`src/rtl/tlu_emulator.sv`:
```
// TLU emulator: stands in for an EUDET TLU on the board's trigger input.
// Simple mode issues fixed-length TLU_TRIGGER pulses. Handshake mode raises
// TLU_TRIGGER, waits for TLU_BUSY, then shifts the trigger number out LSB
// first, one bit per TLU_CLOCK rising edge. Any handshake wait longer than
// TIMEOUT cycles aborts the sequence.
module tlu_emulator #(
   parameter int TRIGGER_BITS = 15,
   parameter int PULSE_LEN    = 4,
   parameter int TIMEOUT      = 65535
) (
   input  logic                    BUS_CLK,
   input  logic                    BUS_RST_B,
   input  logic                    ENABLE,
   input  logic                    HANDSHAKE,
   input  logic                    TRIG_REQ,
   input  logic                    RESET_REQ,
   input  logic                    TLU_BUSY,
   input  logic                    TLU_CLOCK,
   output logic                    TLU_TRIGGER,
   output logic                    TLU_RESET,
   output logic [TRIGGER_BITS-1:0] TRIGGER_NUMBER,
   output logic                    READY,
   output logic                    TIMEOUT_ERR,
   output logic [7:0]              MISSED_CNT
);

   localparam int TO_W = $clog2(TIMEOUT + 1);
   localparam int PL_W = (PULSE_LEN > 1) ? $clog2(PULSE_LEN) : 1;
   localparam int BC_W = (TRIGGER_BITS > 1) ? $clog2(TRIGGER_BITS) : 1;
   localparam logic [TO_W-1:0] TO_LAST = TO_W'(TIMEOUT - 1);
   localparam logic [PL_W-1:0] PL_LAST = PL_W'(PULSE_LEN - 1);
   localparam logic [BC_W-1:0] BC_LAST = BC_W'(TRIGGER_BITS - 1);

   typedef enum logic [2:0] {
      S_IDLE,
      S_PULSE,
      S_WAIT_BUSY,
      S_WAIT_CLK,
      S_WAIT_UNBUSY,
      S_RST_PULSE
   } state_t;

   state_t state, state_d;

   logic busy_meta, busy_sync;
   logic clk_meta, clk_sync, clk_prev;
   logic clk_edge;

   logic                    trig, trig_d;
   logic                    tlu_rst, tlu_rst_d;
   logic [TRIGGER_BITS-1:0] trig_num, trig_num_d;
   logic [TRIGGER_BITS-1:0] shift, shift_d;
   logic [BC_W-1:0]         bit_cnt, bit_cnt_d;
   logic [PL_W-1:0]         pcnt, pcnt_d;
   logic [TO_W-1:0]         to_cnt, to_cnt_d;
   logic                    err, err_d;
   logic [7:0]              missed, missed_d;
   logic                    accept;

   // Two-stage synchronisers for the DUT-side lines plus an edge-detect stage on TLU_CLOCK.
   always_ff @(posedge BUS_CLK or negedge BUS_RST_B) begin
      // NOTE: sequential state uses non-blocking assignments so every register samples pre-edge values.
      if (!BUS_RST_B) begin
         busy_meta <= 1'b0;
         busy_sync <= 1'b0;
         clk_meta  <= 1'b0;
         clk_sync  <= 1'b0;
         clk_prev  <= 1'b0;
      end else begin
         busy_meta <= TLU_BUSY;
         busy_sync <= busy_meta;
         clk_meta  <= TLU_CLOCK;
         clk_sync  <= clk_meta;
         clk_prev  <= clk_sync;
      end
   end

   assign clk_edge = clk_sync & ~clk_prev;

   // State register.
   always_ff @(posedge BUS_CLK or negedge BUS_RST_B) begin
      if (!BUS_RST_B) state <= S_IDLE;
      else            state <= state_d;
   end

   // Next-state and next-datapath logic. On the last bit the line keeps that
   // bit until the following TLU_CLOCK edge (in WAIT_UNBUSY) drives it to 0,
   // so the receiver can sample every bit after its own edge.
   always_comb begin
      // NOTE: every output gets a default first so no path leaves a latch.
      state_d    = state;
      trig_d     = trig;
      tlu_rst_d  = tlu_rst;
      trig_num_d = trig_num;
      shift_d    = shift;
      bit_cnt_d  = bit_cnt;
      pcnt_d     = pcnt;
      to_cnt_d   = to_cnt + 1'b1;
      err_d      = err;
      accept     = 1'b0;
      unique case (state)
         S_IDLE: begin
            pcnt_d   = '0;
            to_cnt_d = '0;
            if (RESET_REQ) begin
               state_d    = S_RST_PULSE;
               tlu_rst_d  = 1'b1;
               trig_num_d = '0;
               err_d      = 1'b0;
            end else if (TRIG_REQ && ENABLE) begin
               accept  = 1'b1;
               trig_d  = 1'b1;
               state_d = HANDSHAKE ? S_WAIT_BUSY : S_PULSE;
            end
         end
         S_PULSE: begin
            if (pcnt == PL_LAST) begin
               trig_d     = 1'b0;
               trig_num_d = trig_num + 1'b1;
               state_d    = S_IDLE;
            end else begin
               pcnt_d = pcnt + 1'b1;
            end
         end
         S_RST_PULSE: begin
            if (pcnt == PL_LAST) begin
               tlu_rst_d = 1'b0;
               state_d   = S_IDLE;
            end else begin
               pcnt_d = pcnt + 1'b1;
            end
         end
         S_WAIT_BUSY: begin
            if (to_cnt == TO_LAST) begin
               err_d      = 1'b1;
               trig_d     = 1'b0;
               trig_num_d = trig_num + 1'b1;
               state_d    = S_IDLE;
            end else if (busy_sync) begin
               shift_d   = trig_num;
               trig_d    = 1'b0;
               bit_cnt_d = '0;
               to_cnt_d  = '0;
               state_d   = S_WAIT_CLK;
            end
         end
         S_WAIT_CLK: begin
            if (!busy_sync) begin
               trig_d   = 1'b0;
               to_cnt_d = '0;
               state_d  = S_WAIT_UNBUSY;
            end else if (clk_edge) begin
               trig_d   = shift[0];
               shift_d  = shift >> 1;
               to_cnt_d = '0;
               if (bit_cnt == BC_LAST) state_d = S_WAIT_UNBUSY;
               else                    bit_cnt_d = bit_cnt + 1'b1;
            end else if (to_cnt == TO_LAST) begin
               err_d      = 1'b1;
               trig_d     = 1'b0;
               trig_num_d = trig_num + 1'b1;
               state_d    = S_IDLE;
            end
         end
         S_WAIT_UNBUSY: begin
            if (!busy_sync) begin
               trig_d     = 1'b0;
               trig_num_d = trig_num + 1'b1;
               state_d    = S_IDLE;
            end else if (clk_edge) begin
               trig_d   = 1'b0;
               to_cnt_d = '0;
            end else if (to_cnt == TO_LAST) begin
               err_d      = 1'b1;
               trig_d     = 1'b0;
               trig_num_d = trig_num + 1'b1;
               state_d    = S_IDLE;
            end
         end
         default: state_d = S_IDLE;
      endcase
      missed_d = missed;
      if (TRIG_REQ && ENABLE && !accept && (missed != 8'hFF)) missed_d = missed + 1'b1;
   end

   // Datapath registers: output lines, trigger number, shifter and counters.
   always_ff @(posedge BUS_CLK or negedge BUS_RST_B) begin
      if (!BUS_RST_B) begin
         trig     <= 1'b0;
         tlu_rst  <= 1'b0;
         trig_num <= '0;
         shift    <= '0;
         bit_cnt  <= '0;
         pcnt     <= '0;
         to_cnt   <= '0;
         err      <= 1'b0;
         missed   <= '0;
      end else begin
         trig     <= trig_d;
         tlu_rst  <= tlu_rst_d;
         trig_num <= trig_num_d;
         shift    <= shift_d;
         bit_cnt  <= bit_cnt_d;
         pcnt     <= pcnt_d;
         to_cnt   <= to_cnt_d;
         err      <= err_d;
         missed   <= missed_d;
      end
   end

   assign TLU_TRIGGER    = trig;
   assign TLU_RESET      = tlu_rst;
   assign TRIGGER_NUMBER = trig_num;
   assign READY          = (state == S_IDLE);
   assign TIMEOUT_ERR    = err;
   assign MISSED_CNT     = missed;

endmodule

```
`config.mk`:
```
export PLATFORM = sky130hd
export DESIGN_NAME = tlu_emulator
export DESIGN_NICKNAME = d
export VERILOG_FILES = /design/src/rtl/tlu_emulator.sv
export SDC_FILE = /design/constraint.sdc
export NUM_CORES = 1
export LEC_CHECK = 0
export CORE_MARGIN = 3
export CORE_UTILIZATION = 48
export DETAILED_ROUTE_END_ITERATION = 12
export GPL_TIMING_DRIVEN = 0
export HOLD_SLACK_MARGIN = 0.08
export PLACE_DENSITY = 0.81
export SLEW_MARGIN = 20
export SYNTH_ARGS = -nofsm -noshare
export SYNTH_HDL_FRONTEND = slang
export SYNTH_SLANG_ARGS = --single-unit
```
`constraint.sdc`:
```
create_clock -name BUS_CLK -period 2.2 [get_ports BUS_CLK]
set_clock_uncertainty 0.05 [all_clocks]
set_input_delay 0.22 -clock BUS_CLK [delete_from_list [all_inputs] [get_ports BUS_CLK]]
set_output_delay 0.22 -clock BUS_CLK [all_outputs]
set_load 0.005 [all_outputs]
```
==> metrics.cfg <==
[synth]
ys_ff_latch=71
syn_inst=507
synth_edf_count=0
synthFlopType=dfrtp_1
synth_cell_types=62
ys_warn_count=0
synth_nets=522
ys_async_sr_fraction=1.00
syn_avg_cell_area_um2=8.71
netlist_area_um2=4410
yosysSeqAreaShare=0.402

[pwr]
intPower_uw=3440
switching_share=0.439
clock_power_share=0.154
peakVddDrop_mv=0.739
p_leak_uw=0.00242
p_switching_uw=2690
p_per_area_nw_per_um2=1050
seq_power_share=0.313
combPwrFrac=0.533

[detailed_routing]
antenna_left=0
drcViolationCount=0
drt_iter0_drc=485
first_pass_iters=7
vias_per_cell=6.27
wire_per_inst_um=18.6
wl_um=13100
num_vias=4402

[run_status]
failed_checks=negative setup slack
status=complete, but fails checks

[sta]
fin_setup_tns_ns=-1.38
post-route-min-period_ns=2.31
slew_viol_final=0
final-hold-violation-count=0
relSlewSlack=0.545
tightest_slew_ns=0.679
timing.final.ws_setup_ns=-0.110
rsz0062_at_grt=true
fin_crit_sh=1.05
fmax_ghz=0.433
setup_viol=22

[setup_path]
critPathSlowestCell=or4_4
startpoint_type=register
required_ns=2.38
reg2reg_depth=7
timing.rr.start=to_cnt[10]
cp_slowest_stage_delay_ns=0.65
crit_chain=nand4_2 > or4_4 > o21ai_4 > buf_6 > o21ai_4 > o41ai_4 > o41ai_2
critPathKind=reg2reg
critPathMaxFanout=6
r2r-end=TRIGGER_NUMBER[7]
worstSetupEndpointType=register
path_common_cell=o21ai_4
crit_arrival_ns=2.49
r2r_slack_ns=-0.11

[grt]
grt.overflow.total=0
grt_max_degree=58
gr-usage-all-layers=0.244
first_global_vias=4102
antenna_found_initial=0
grt_pass1_wl_um=20200

[min_path]
hp-class=in2async

[clock_network]
htreeDepth=3
clock_latency_ns=0.36
clkSlewWorstSetupHoldPaths_ns=0.08
numCtsBuffers=9
clockRootBuffer=clkbuf_8
clockBufferDepth=2
tritoncts=yes
clkSinkCount=71

[cells_and_area]
diodes=0
syn_to_final_growth_pct=32.1
final_layout_size_suffix_gt1_frac=0.254
finalNetCount=604
multi_input_comb_area_um2=2810
fill_cells=686
fin_util=0.662
seq_area_um2=1780

[floorplan]
fp.coreArea_um2=8810
start_util=0.501
die_h_um=102
io_pins=35
rows=34
die_w_um=102
dieArea_um2=10400

[job]
drv_cap=0

[place]
hpwl_um=8300
port-buffer-count=34
gp_congestion=1.01

-- worst max path at each step --
stage | from | end | slack, ns | cells after the start
2_1_floorplan | to_cnt[0] | TRIGGER_NUMBER[7] | 0.006 | 10
3_3_place_gp | BUS_RST_B | MISSED_CNT[5] | -1.51 | 1
3_5_place_dp | state[1] | TRIGGER_NUMBER[7] | -0.49 | 8
4_1_cts | to_cnt[0] | TRIGGER_NUMBER[7] | -0.08 | 9
5_1_grt | to_cnt[11] | TRIGGER_NUMBER[7] | -0.19 | 7
6_report | to_cnt[10] | TRIGGER_NUMBER[7] | -0.11 | 7
-- critical path, delay by kind of cell, from the launching register on --
kind	cells	cell delay [ns]
AND/OR/NAND/NOR	2	0.86
AO/OA/AOI/OAI	4	0.71
flip-flops	1	0.41
buffers and inverters	1	0.16
-- logic make-up after synthesis --
group,synth area share
compound gates,0.230
xor+xnor,0.0655
fa+ha+maj,0.0198
buf+inv,0.0459
flops,0.402
mux,0.0366
simple gates,0.199
-- layout make-up --
class,instances,area share
Tap cell,108,0.0232
Timing Repair Buffer,74,0.120
Inverter,10,0.00644
Sequential cell,71,0.305
Clock inverter,6,0.00772
Multi-Input combinational cell,391,0.482
Clock buffer,10,0.0219
Buffer,32,0.0333
-- power groups by stage --
stage	Clock, uW	Sequential, uW	Combinational, uW
2_1_floorplan	0	1860	1630
3_3_place_gp	0	1910	2390
3_5_place_dp	0	1920	2460
4_1_cts	954	1910	2630
5_1_grt	1010	1960	3540
6_report	943	1920	3270
-- stage by stage --
stage / instances / hold slack [ns] / worst slack, ns / cell area [um2] / total power (uW)
after detailed placement: 650 / 0.0543 / -0.488 / 4920 / 4380
final: 702 / 0.217 / -0.110 / 5830 / 6130
after global placement: 649 / 0.284 / -1.51 / 4900 / 4300
after global routing: 702 / 0.215 / -0.188 / 5830 / 6520
after floorplan: 507 / -0.126 / 0.00599 / 4420 / 3490
after CTS: 678 / 0.217 / -0.0762 / 5320 / 5500
-- cells in the mapped netlist, types with 2 or more instances --
| cell | n | area [um2] |
|---|---|---|
| and3_1 | 10 | 62.6 |
| buf_6 | 2 | 22.5 |
| a22oi_1 | 2 | 15.0 |
| nor3_1 | 9 | 45.0 |
| ha_1 | 7 | 87.6 |
| buf_2 | 8 | 40.0 |
| dfrtp_1 | 71 | 1780 |
| o22ai_1 | 6 | 37.5 |
| nand2_1 | 53 | 199 |
| mux2i_1 | 15 | 150 |
| a311o_1 | 3 | 30.0 |
| a21oi_1 | 29 | 145 |
| nor2_1 | 61 | 229 |
| a32oi_1 | 3 | 26.3 |
| o31ai_1 | 3 | 22.5 |
| a221o_1 | 5 | 50.1 |
| xor2_1 | 15 | 131 |
| and4_1 | 3 | 26.3 |
| xnor2_1 | 18 | 158 |
| a21o_1 | 6 | 45.0 |
| a211oi_1 | 4 | 30.0 |
| buf_4 | 2 | 15.0 |
| o21ai_4 | 2 | 32.5 |
| o21ai_0 | 41 | 205 |
| inv_1 | 10 | 37.5 |
| buf_1 | 7 | 26.3 |
| nand2b_1 | 2 | 12.5 |
| nand4_1 | 8 | 50.1 |
| and2_1 | 4 | 25.0 |
| a31oi_1 | 15 | 93.8 |
| a311oi_1 | 2 | 17.5 |
| a22o_1 | 2 | 17.5 |
| nand3b_1 | 4 | 30.0 |
| clkbuf_1 | 15 | 56.3 |
| nor4_1 | 2 | 12.5 |
| o211ai_1 | 7 | 52.6 |
| nand3_1 | 19 | 95.1 |
| o21a_1 | 6 | 45.0 |
| nor3b_1 | 3 | 22.5 |
-- cell usage in the layout, fill, tap and decap left out, types with 9 or more instances in the layout --
cell type        Yosys  final
dfrtp_1             71     68
nand2_1             53     49
nor2_1              61     39
buf_4                2     35
clkdlybuf4s50_1      0     32
o21ai_0             41     30
a21oi_1             29     22
xnor2_1             18     18
nand3_1             19     17
xor2_1              15     15
mux2i_1             15     15
a31oi_1             15     15
clkbuf_2             1     11
nor2_2               0     11
nor2_4               0     11
o21ai_1              1     10
inv_1               10      9
and3_1              10      9
clkbuf_8             0      9
-- layer usage --
metal,wire (um),share of wire,track usage,vias to the layer above
met4,484,0.037,0.0898,0
li1,-,-,-,1995
met1,5330,0.41,0.333,2076
met3,1130,0.087,0.0505,60
met2,6120,0.47,0.385,271
met5,0,0,0,-
-- flip-flops by register name, summed over array words and instances, names as in the netlist --
signal / cells
to_cnt: 16
shift: 15
TLU_TRIGGER: 1
TIMEOUT_ERR: 1
TLU_RESET: 1
state: 3
busy_sync: 1
pcnt: 2
bit_cnt: 4
clk_meta: 1
busy_meta: 1
clk_sync: 1
MISSED_CNT: 8
TRIGGER_NUMBER: 15
clk_prev: 1
-- repair_timing --
item                                    CTS  global route
buffers inserted                         14            23
cloned                                    0             1
pin swaps                                 6            36
hold buffers                              1             0
endpoints found under the hold margin    71             0
gates resized for setup                  39            93
endpoints found under the setup margin   54            51
Note: power is estimated with default switching activity, not from simulation.
